## src/rtl/fetch_ctrl.sv

```systemverilog
// ---------------------------------------------------------------------------
// fetch_ctrl: instruction-fetch controller wrapped around the CPU-54 PC register.
//
// Reads the current PC and runs the imem request/ready handshake. It holds the
// fetched word in an instruction register, which decode takes under a
// valid/ready handshake. It then works out the next PC (sequential, branch,
// jump, eret, exception or flush) and pulses the PC register write enable for
// one cycle.
//
// Every output is registered. State flow: REQ -> HOLD -> UPD -> REQ. A flush
// while a fetch is outstanding detours through DRAIN.
//
// Ports
//   IF_clk, IF_rst        clock, synchronous active-high reset
//   pc_cur                current PC from the PC register
//   pc_next, pc_wena      PC register data / one-cycle write enable
//   imem_req, imem_addr   fetch request and word address (relative to RESET_PC)
//   imem_ready, imem_rdata  fetch completion and instruction word
//   ir_valid, ir_ready    decode handshake
//   ir_data, ir_pc        held instruction and its PC
//   exc_req               redirect to EXC_VECTOR
//   eret_req, epc_in      redirect to epc_in
//   jmp_req, jmp_target   redirect to jmp_target
//   br_req, br_offset     taken branch, signed word offset
//   flush_req, flush_target  redirect from a later stage, highest priority
// ---------------------------------------------------------------------------
module fetch_ctrl #(
   parameter logic [31:0] RESET_PC   = 32'h0040_0000,
   parameter logic [31:0] EXC_VECTOR = 32'h0040_0004,
   parameter int unsigned ADDR_W     = 11
) (
   input  logic              IF_clk,
   input  logic              IF_rst,
   input  logic [31:0]       pc_cur,
   output logic [31:0]       pc_next,
   output logic              pc_wena,
   output logic              imem_req,
   output logic [ADDR_W-1:0] imem_addr,
   input  logic              imem_ready,
   input  logic [31:0]       imem_rdata,
   output logic              ir_valid,
   input  logic              ir_ready,
   output logic [31:0]       ir_data,
   output logic [31:0]       ir_pc,
   input  logic              exc_req,
   input  logic              eret_req,
   input  logic [31:0]       epc_in,
   input  logic              jmp_req,
   input  logic [31:0]       jmp_target,
   input  logic              br_req,
   input  logic [15:0]       br_offset,
   input  logic              flush_req,
   input  logic [31:0]       flush_target
);

   typedef enum logic [1:0] {StReq, StHold, StUpd, StDrain} state_t;

   state_t            state;
   logic [ADDR_W-1:0] fetch_addr;
   logic [31:0]       seq_pc;
   logic [31:0]       br_pc;
   logic [31:0]       redirect_pc;

   always_comb begin
      fetch_addr = ADDR_W'((pc_cur - RESET_PC) >> 2);
      seq_pc     = ir_pc + 32'd4;
      br_pc      = seq_pc + {{14{br_offset[15]}}, br_offset, 2'b00};
      if (exc_req) begin
         redirect_pc = EXC_VECTOR;
      end else if (eret_req) begin
         redirect_pc = epc_in;
      end else if (jmp_req) begin
         redirect_pc = jmp_target;
      end else if (br_req) begin
         redirect_pc = br_pc;
      end else begin
         redirect_pc = seq_pc;
      end
   end

   always_ff @(posedge IF_clk) begin
      if (IF_rst) begin
         state     <= StReq;
         imem_req  <= 1'b0;
         imem_addr <= '0;
         ir_valid  <= 1'b0;
         ir_data   <= 32'd0;
         ir_pc     <= RESET_PC;
         pc_next   <= RESET_PC;
         pc_wena   <= 1'b0;
      end else begin
         unique case (state)
            StReq: begin
               if (!imem_req) begin
                  // First cycle after reset: no fetch is outstanding yet, and a
                  // late imem_ready from before the reset is ignored.
                  if (flush_req) begin
                     pc_next <= flush_target;
                     pc_wena <= 1'b1;
                     state   <= StUpd;
                  end else begin
                     imem_req  <= 1'b1;
                     imem_addr <= fetch_addr;
                  end
               end else if (flush_req) begin
                  pc_next <= flush_target;
                  if (imem_ready) begin
                     imem_req <= 1'b0;
                     pc_wena  <= 1'b1;
                     state    <= StUpd;
                  end else begin
                     // The request cannot be withdrawn, so wait it out.
                     state <= StDrain;
                  end
               end else if (imem_ready) begin
                  ir_data  <= imem_rdata;
                  ir_pc    <= pc_cur;
                  ir_valid <= 1'b1;
                  imem_req <= 1'b0;
                  state    <= StHold;
               end
            end
            StHold: begin
               // A flush beats an accept in the same cycle.
               if (flush_req) begin
                  pc_next  <= flush_target;
                  ir_valid <= 1'b0;
                  pc_wena  <= 1'b1;
                  state    <= StUpd;
               end else if (ir_ready) begin
                  pc_next  <= redirect_pc;
                  ir_valid <= 1'b0;
                  pc_wena  <= 1'b1;
                  state    <= StUpd;
               end
            end
            StUpd: begin
               if (flush_req) begin
                  // Extend the write pulse so the flush target lands too.
                  pc_next <= flush_target;
               end else begin
                  // pc_cur was written on the falling edge of this cycle.
                  pc_wena   <= 1'b0;
                  imem_req  <= 1'b1;
                  imem_addr <= fetch_addr;
                  state     <= StReq;
               end
            end
            StDrain: begin
               if (flush_req) begin
                  pc_next <= flush_target;
               end else if (imem_ready) begin
                  imem_req <= 1'b0;
                  pc_wena  <= 1'b1;
                  state    <= StUpd;
               end
            end
         endcase
      end
   end

endmodule
```

## config.mk

```make
export PLATFORM = sky130hd
export DESIGN_NAME = fetch_ctrl
export DESIGN_NICKNAME = d
export VERILOG_FILES = /design/src/rtl/fetch_ctrl.sv
export SDC_FILE = /design/constraint.sdc
export NUM_CORES = 1
export LEC_CHECK = 0
export CAP_MARGIN = 20
export CELL_PAD_IN_SITES_DETAIL_PLACEMENT = 0
export CELL_PAD_IN_SITES_GLOBAL_PLACEMENT = 1
export CORE_MARGIN = 10
export CORE_UTILIZATION = 31
export DETAILED_ROUTE_END_ITERATION = 8
export HOLD_SLACK_MARGIN = 0.03
export PLACE_DENSITY_LB_ADDON = 0.3
export SYNTH_ARGS = -nofsm -noshare
export SYNTH_HDL_FRONTEND = slang
export SYNTH_SLANG_ARGS = --single-unit
```

## constraint.sdc

```tcl
create_clock -name IF_clk -period 4.8 [get_ports IF_clk]
set_input_delay 0.96 -clock IF_clk [delete_from_list [all_inputs] [get_ports IF_clk]]
set_output_delay 0.96 -clock IF_clk [all_outputs]
set_load 0.02 [all_outputs]
```

==> Flow_metrics.wiki <==
{| class="wikitable"
! Metric !! Value
|-
| Fmax achieved || 243 MHz
|-
| Total negative slack || 0 ns
|-
| PnR worst setup slack || 0.687 ns
|-
| Die width || 174 µm
|-
| Total length of routed met2 wires || 15800 µm
|-
| Maximum Capacitance Violations || 0
|-
| Syn_area_per_cell || 7.39 µm²
|-
| CTS Hold Bufs || 0
|-
| Global-route wire length before repair || 49300 µm
|-
| Worst Max-Slew Pin Slew || 0.991 ns
|-
| Site Rows || 56
|-
| Crit path capture type || flop
|-
| Net count, final || 1477
|-
| Footprint of the multi-input gates || 4850 µm²
|-
| Worst Hold Depth || 2
|-
| Sequential cell area fraction in the yosys report || 30.3%
|-
| Setup clock skew after layout || 0.0154 ns
|-
| Final Hold Vio Count || 0
|-
| Number of nets produced by synthesis || 1221
|-
| Maximum count of clock buffers along a single path || 2
|-
| Placer congestion estimate || 0.884
|-
| Number of port buffers || 294
|-
| Detailed-route wire length || 32700 µm
|-
| Core outline area || 23500 µm²
|-
| Max-slew violations || 0
|-
| Number of different library cells in the post-synthesis netlist || 81
|-
| Setup slack on the worst flop-to-flop path || 0.69 ns
|-
| Class of the tightest hold or removal check || reg -> reg
|-
| Result of the run || finished, final reports clean
|-
| Critical register-to-register path endpoint || pc_next[29]
|-
| Clock slew at the register clock pins of the worst setup and hold paths || 0.10 ns
|-
| Clock tree root buffer cell || sky130_fd_sc_hd__clkbuf_16
|-
| Fraction of registers with async set or reset after synthesis || 0%
|-
| Clock latency reported for the late side of the worst-skew pair || 0.37 ns
|-
| Relative area change from synthesis to final layout || 47.5%
|-
| Final worst path period need || 4.11 ns
|-
| Hold-critical path endpoint || ir_data[18]
|-
| Synthesis-stage register bit count || 112
|-
| Placed wire-length estimate || 25500 µm
|-
| Clock H-tree levels || 3
|-
| Post-layout instance area || 10900 µm²
|-
| Depth of the worst register-to-register path || 15
|-
| # fillers || 2392
|-
| Setup Buffers After CTS || 0
|-
| Number of clock buffers inserted by TritonCTS || 9
|-
| Commonest register cell after synthesis || sky130_fd_sc_hd__dfxtp_1
|-
| Leakage || 4.06 nW
|-
| Worst hold-check slack || 0.457 ns
|-
| M1 wire length || 14300 µm
|-
| Average detailed-routed wire length per instance || 20.7 µm
|-
| Vias post-DR || 8228
|-
| Max-Slew Margin vs Limit || 33.8%
|-
| CTS tree || yes
|-
| Vias per std cell || 5.20
|-
| Maximum number of pins on one net before global-route repair || 74
|-
| Vert. Die Dim || 174 µm
|-
| Final critical-path share of the clock period || 85.7%
|-
| Synthesis warning total || 0
|-
| Worst slack, placed || 0.717 ns
|-
| Post-layout util || 46.4%
|-
| Aggregate global-route resource usage || 20.4%
|-
| Min-Delay Startpoint || ir_data[18]
|-
| Worst R2R Start || ir_pc[2]
|-
| Post-synthesis instance total || 1000
|-
| Type of the worst setup path || reg -> reg
|-
| DRC marker count from the first detailed-route iteration || 560
|-
| RSZ-0062 raised after global routing || no
|-
| Flip-flop and latch area || 2240 µm²
|-
| Met3 layer wire length in the routed design || 2410 µm
|-
| Power per unit of standard cell area || 225 nW/µm²
|-
| Initial Util || 31.5%
|-
| Top routing layer in use || met4
|-
| Final routed DRC violation total || 0
|-
| TritonRoute pass-1 iters || 5
|-
| Required time of the worst setup path || 5.07 ns
|-
| Arrival time reported for the critical path endpoint || 4.38 ns
|-
| Number of I/O pins || 295
|-
| Synthesized area || 7390 µm²
|-
| Element type at the critical path start || flop
|-
| Vias in the first global route || 8127
|-
| Setup violations, final || 0
|-
| Layout cell share with drive strength beyond 1 || 5.47%
|-
| Placed cell areas || 10600 µm²
|-
| Num Clock Sinks || 112
|-
| Initial antenna violation count || 2
|-
| CTS resizes || 0
|-
| Total grt overflow || 0
|-
| Critical Path Fanout Max || 9
|-
| Full die area || 30400 µm²
|-
| Remaining antenna violation count || 0
|-
| Post-synth EDFFs || 0
|-
| Worst supply voltage drop on vdd || 0.185 mV
|}
flip-flops by register name, summed over array words and instances, names as in the netlist:
signal	cells
pc_wena	1
pc_next	32
imem_req	1
state	2
imem_addr	11
ir_data	32
ir_pc	32
ir_valid	1
synth_stat cells, types with 3 or more instances:
cell type / number / share of area (%)
sky130_fd_sc_hd__nand2_1: 215 / 11
sky130_fd_sc_hd__a21oi_1: 130 / 8.8
sky130_fd_sc_hd__dfxtp_1: 112 / 30
sky130_fd_sc_hd__nor2_1: 75 / 3.8
sky130_fd_sc_hd__clkbuf_1: 52 / 2.6
sky130_fd_sc_hd__o21ai_0: 52 / 3.5
sky130_fd_sc_hd__ha_1: 35 / 5.9
sky130_fd_sc_hd__xnor2_1: 27 / 3.2
sky130_fd_sc_hd__nand3_1: 26 / 1.8
sky130_fd_sc_hd__nor3_1: 22 / 1.5
sky130_fd_sc_hd__xor2_1: 17 / 2.0
sky130_fd_sc_hd__a211oi_1: 14 / 1.4
sky130_fd_sc_hd__a22oi_1: 14 / 1.4
sky130_fd_sc_hd__inv_1: 14 / 0.71
sky130_fd_sc_hd__a21o_1: 11 / 1.1
sky130_fd_sc_hd__a31oi_1: 11 / 0.93
sky130_fd_sc_hd__nand4_1: 11 / 0.93
sky130_fd_sc_hd__and3_1: 10 / 0.85
sky130_fd_sc_hd__o22ai_1: 9 / 0.76
sky130_fd_sc_hd__buf_2: 8 / 0.54
sky130_fd_sc_hd__mux2i_1: 7 / 0.95
sky130_fd_sc_hd__o211ai_1: 7 / 0.71
sky130_fd_sc_hd__a211o_1: 6 / 0.71
sky130_fd_sc_hd__a221oi_1: 6 / 0.71
sky130_fd_sc_hd__nand2b_1: 5 / 0.42
sky130_fd_sc_hd__nor2b_1: 5 / 0.42
sky130_fd_sc_hd__a311oi_1: 4 / 0.47
sky130_fd_sc_hd__and2_1: 4 / 0.34
sky130_fd_sc_hd__buf_1: 4 / 0.20
sky130_fd_sc_hd__nor4_1: 4 / 0.34
sky130_fd_sc_hd__o21a_1: 4 / 0.41
sky130_fd_sc_hd__o221a_2: 4 / 0.61
sky130_fd_sc_hd__or3_1: 4 / 0.34
sky130_fd_sc_hd__a211oi_2: 3 / 0.51
sky130_fd_sc_hd__nand4b_1: 3 / 0.36
sky130_fd_sc_hd__o211a_1: 3 / 0.41
sky130_fd_sc_hd__o221ai_1: 3 / 0.36
sky130_fd_sc_hd__xor2_2: 3 / 0.66
cell type report:
| cell class | count | share of cell area, % |
|---|---|---|
| sequential | 112 | 20.6 |
| clock buffer | 9 | 2.07 |
| tap | 319 | 3.66 |
| multi-input combinational | 809 | 44.4 |
| inverter | 14 | 0.482 |
| timing repair buffer | 310 | 28.0 |
| antenna | 2 | 0.0459 |
| clock inverter | 7 | 0.711 |
layout by cell type (no fill, tap or decap), types with 5 or more instances in the layout:
cell type	count
sky130_fd_sc_hd__nor2b_1	5
sky130_fd_sc_hd__xor2_1	17
sky130_fd_sc_hd__ha_1	35
sky130_fd_sc_hd__nand2b_1	5
sky130_fd_sc_hd__xnor2_1	27
sky130_fd_sc_hd__nor2_1	75
sky130_fd_sc_hd__a31oi_1	11
sky130_fd_sc_hd__buf_4	17
sky130_fd_sc_hd__and3_1	9
sky130_fd_sc_hd__o22ai_1	9
sky130_fd_sc_hd__nand2_1	215
sky130_fd_sc_hd__nand3_1	25
sky130_fd_sc_hd__a211oi_1	14
sky130_fd_sc_hd__a211o_1	6
sky130_fd_sc_hd__inv_1	14
sky130_fd_sc_hd__dfxtp_1	112
sky130_fd_sc_hd__nor3_1	22
sky130_fd_sc_hd__a21o_1	11
sky130_fd_sc_hd__a22oi_1	14
sky130_fd_sc_hd__a221oi_1	6
sky130_fd_sc_hd__mux2i_1	7
sky130_fd_sc_hd__clkbuf_16	9
sky130_fd_sc_hd__clkdlybuf4s50_1	292
sky130_fd_sc_hd__nand4_1	11
sky130_fd_sc_hd__a21oi_1	129
sky130_fd_sc_hd__o211ai_1	7
sky130_fd_sc_hd__o21ai_0	52
worst max-delay path by stage:
| stage | endpoint | slack [ns] | start |
|---|---|---|---|
| finish | pc_next[29] | 0.69 | ir_pc[2] |
| global route | pc_next[29] | 0.46 | ir_pc[2] |
| CTS | pc_next[31] | 0.71 | ir_pc[2] |
| detailed placement | pc_next[31] | 0.72 | br_offset[15] |
| global placement | pc_next[31] | 0.74 | br_offset[15] |
| floorplan | pc_next[29] | 1.09 | ir_pc[4] |
layer usage:
metal  up-vias  global-route usage (%)
li1       4082                       -
met1      3883                    25.6
met2       254                    34.6
met3         9                    5.40
met4         0                    3.35
met5         -                       0
metrics by stage:
| step | total power [mW] | cells |
|---|---|---|
| floorplan | 1.32 | 1000 |
| global placement | 1.65 | 1564 |
| detailed placement | 1.65 | 1564 |
| CTS | 2.48 | 1580 |
| global route | 2.56 | 1581 |
| finish | 2.46 | 1582 |
kinds of logic after synthesis:
| kind of cell | count (synthesis) | synth area share, % |
|---|---|---|
| and+or+nand+nor | 403 | 24.5 |
| AOI/OAI and AO/OA | 315 | 27.6 |
| DFF | 112 | 30.3 |
| buffers and inverters | 79 | 4.25 |
| xor gates and xnor gates | 48 | 6.09 |
| adders and majority gates | 36 | 6.20 |
| muxes | 7 | 0.948 |
report_power, final:
part	switching (mW)	internal (mW)
Combinational	0.317	0.310
Clock	0.453	0.378
Sequential	0.0308	0.968
critical path: stages (launching register included):
cell	delay [ns]
sky130_fd_sc_hd__dfxtp_1	0.53
sky130_fd_sc_hd__ha_1	0.30
sky130_fd_sc_hd__nand4_1	0.19
sky130_fd_sc_hd__nor2_1	0.31
sky130_fd_sc_hd__nand4_1	0.16
sky130_fd_sc_hd__xnor2_1	0.27
sky130_fd_sc_hd__ha_1	0.40
sky130_fd_sc_hd__a21oi_2	0.24
sky130_fd_sc_hd__o21bai_1	0.08
sky130_fd_sc_hd__a21oi_1	0.31
sky130_fd_sc_hd__nor2_1	0.07
sky130_fd_sc_hd__a211o_1	0.33
sky130_fd_sc_hd__a221oi_1	0.39
sky130_fd_sc_hd__xnor2_1	0.17
sky130_fd_sc_hd__nor2_1	0.06
sky130_fd_sc_hd__o32ai_1	0.20
Note: power is estimated with default switching activity, not from simulation.
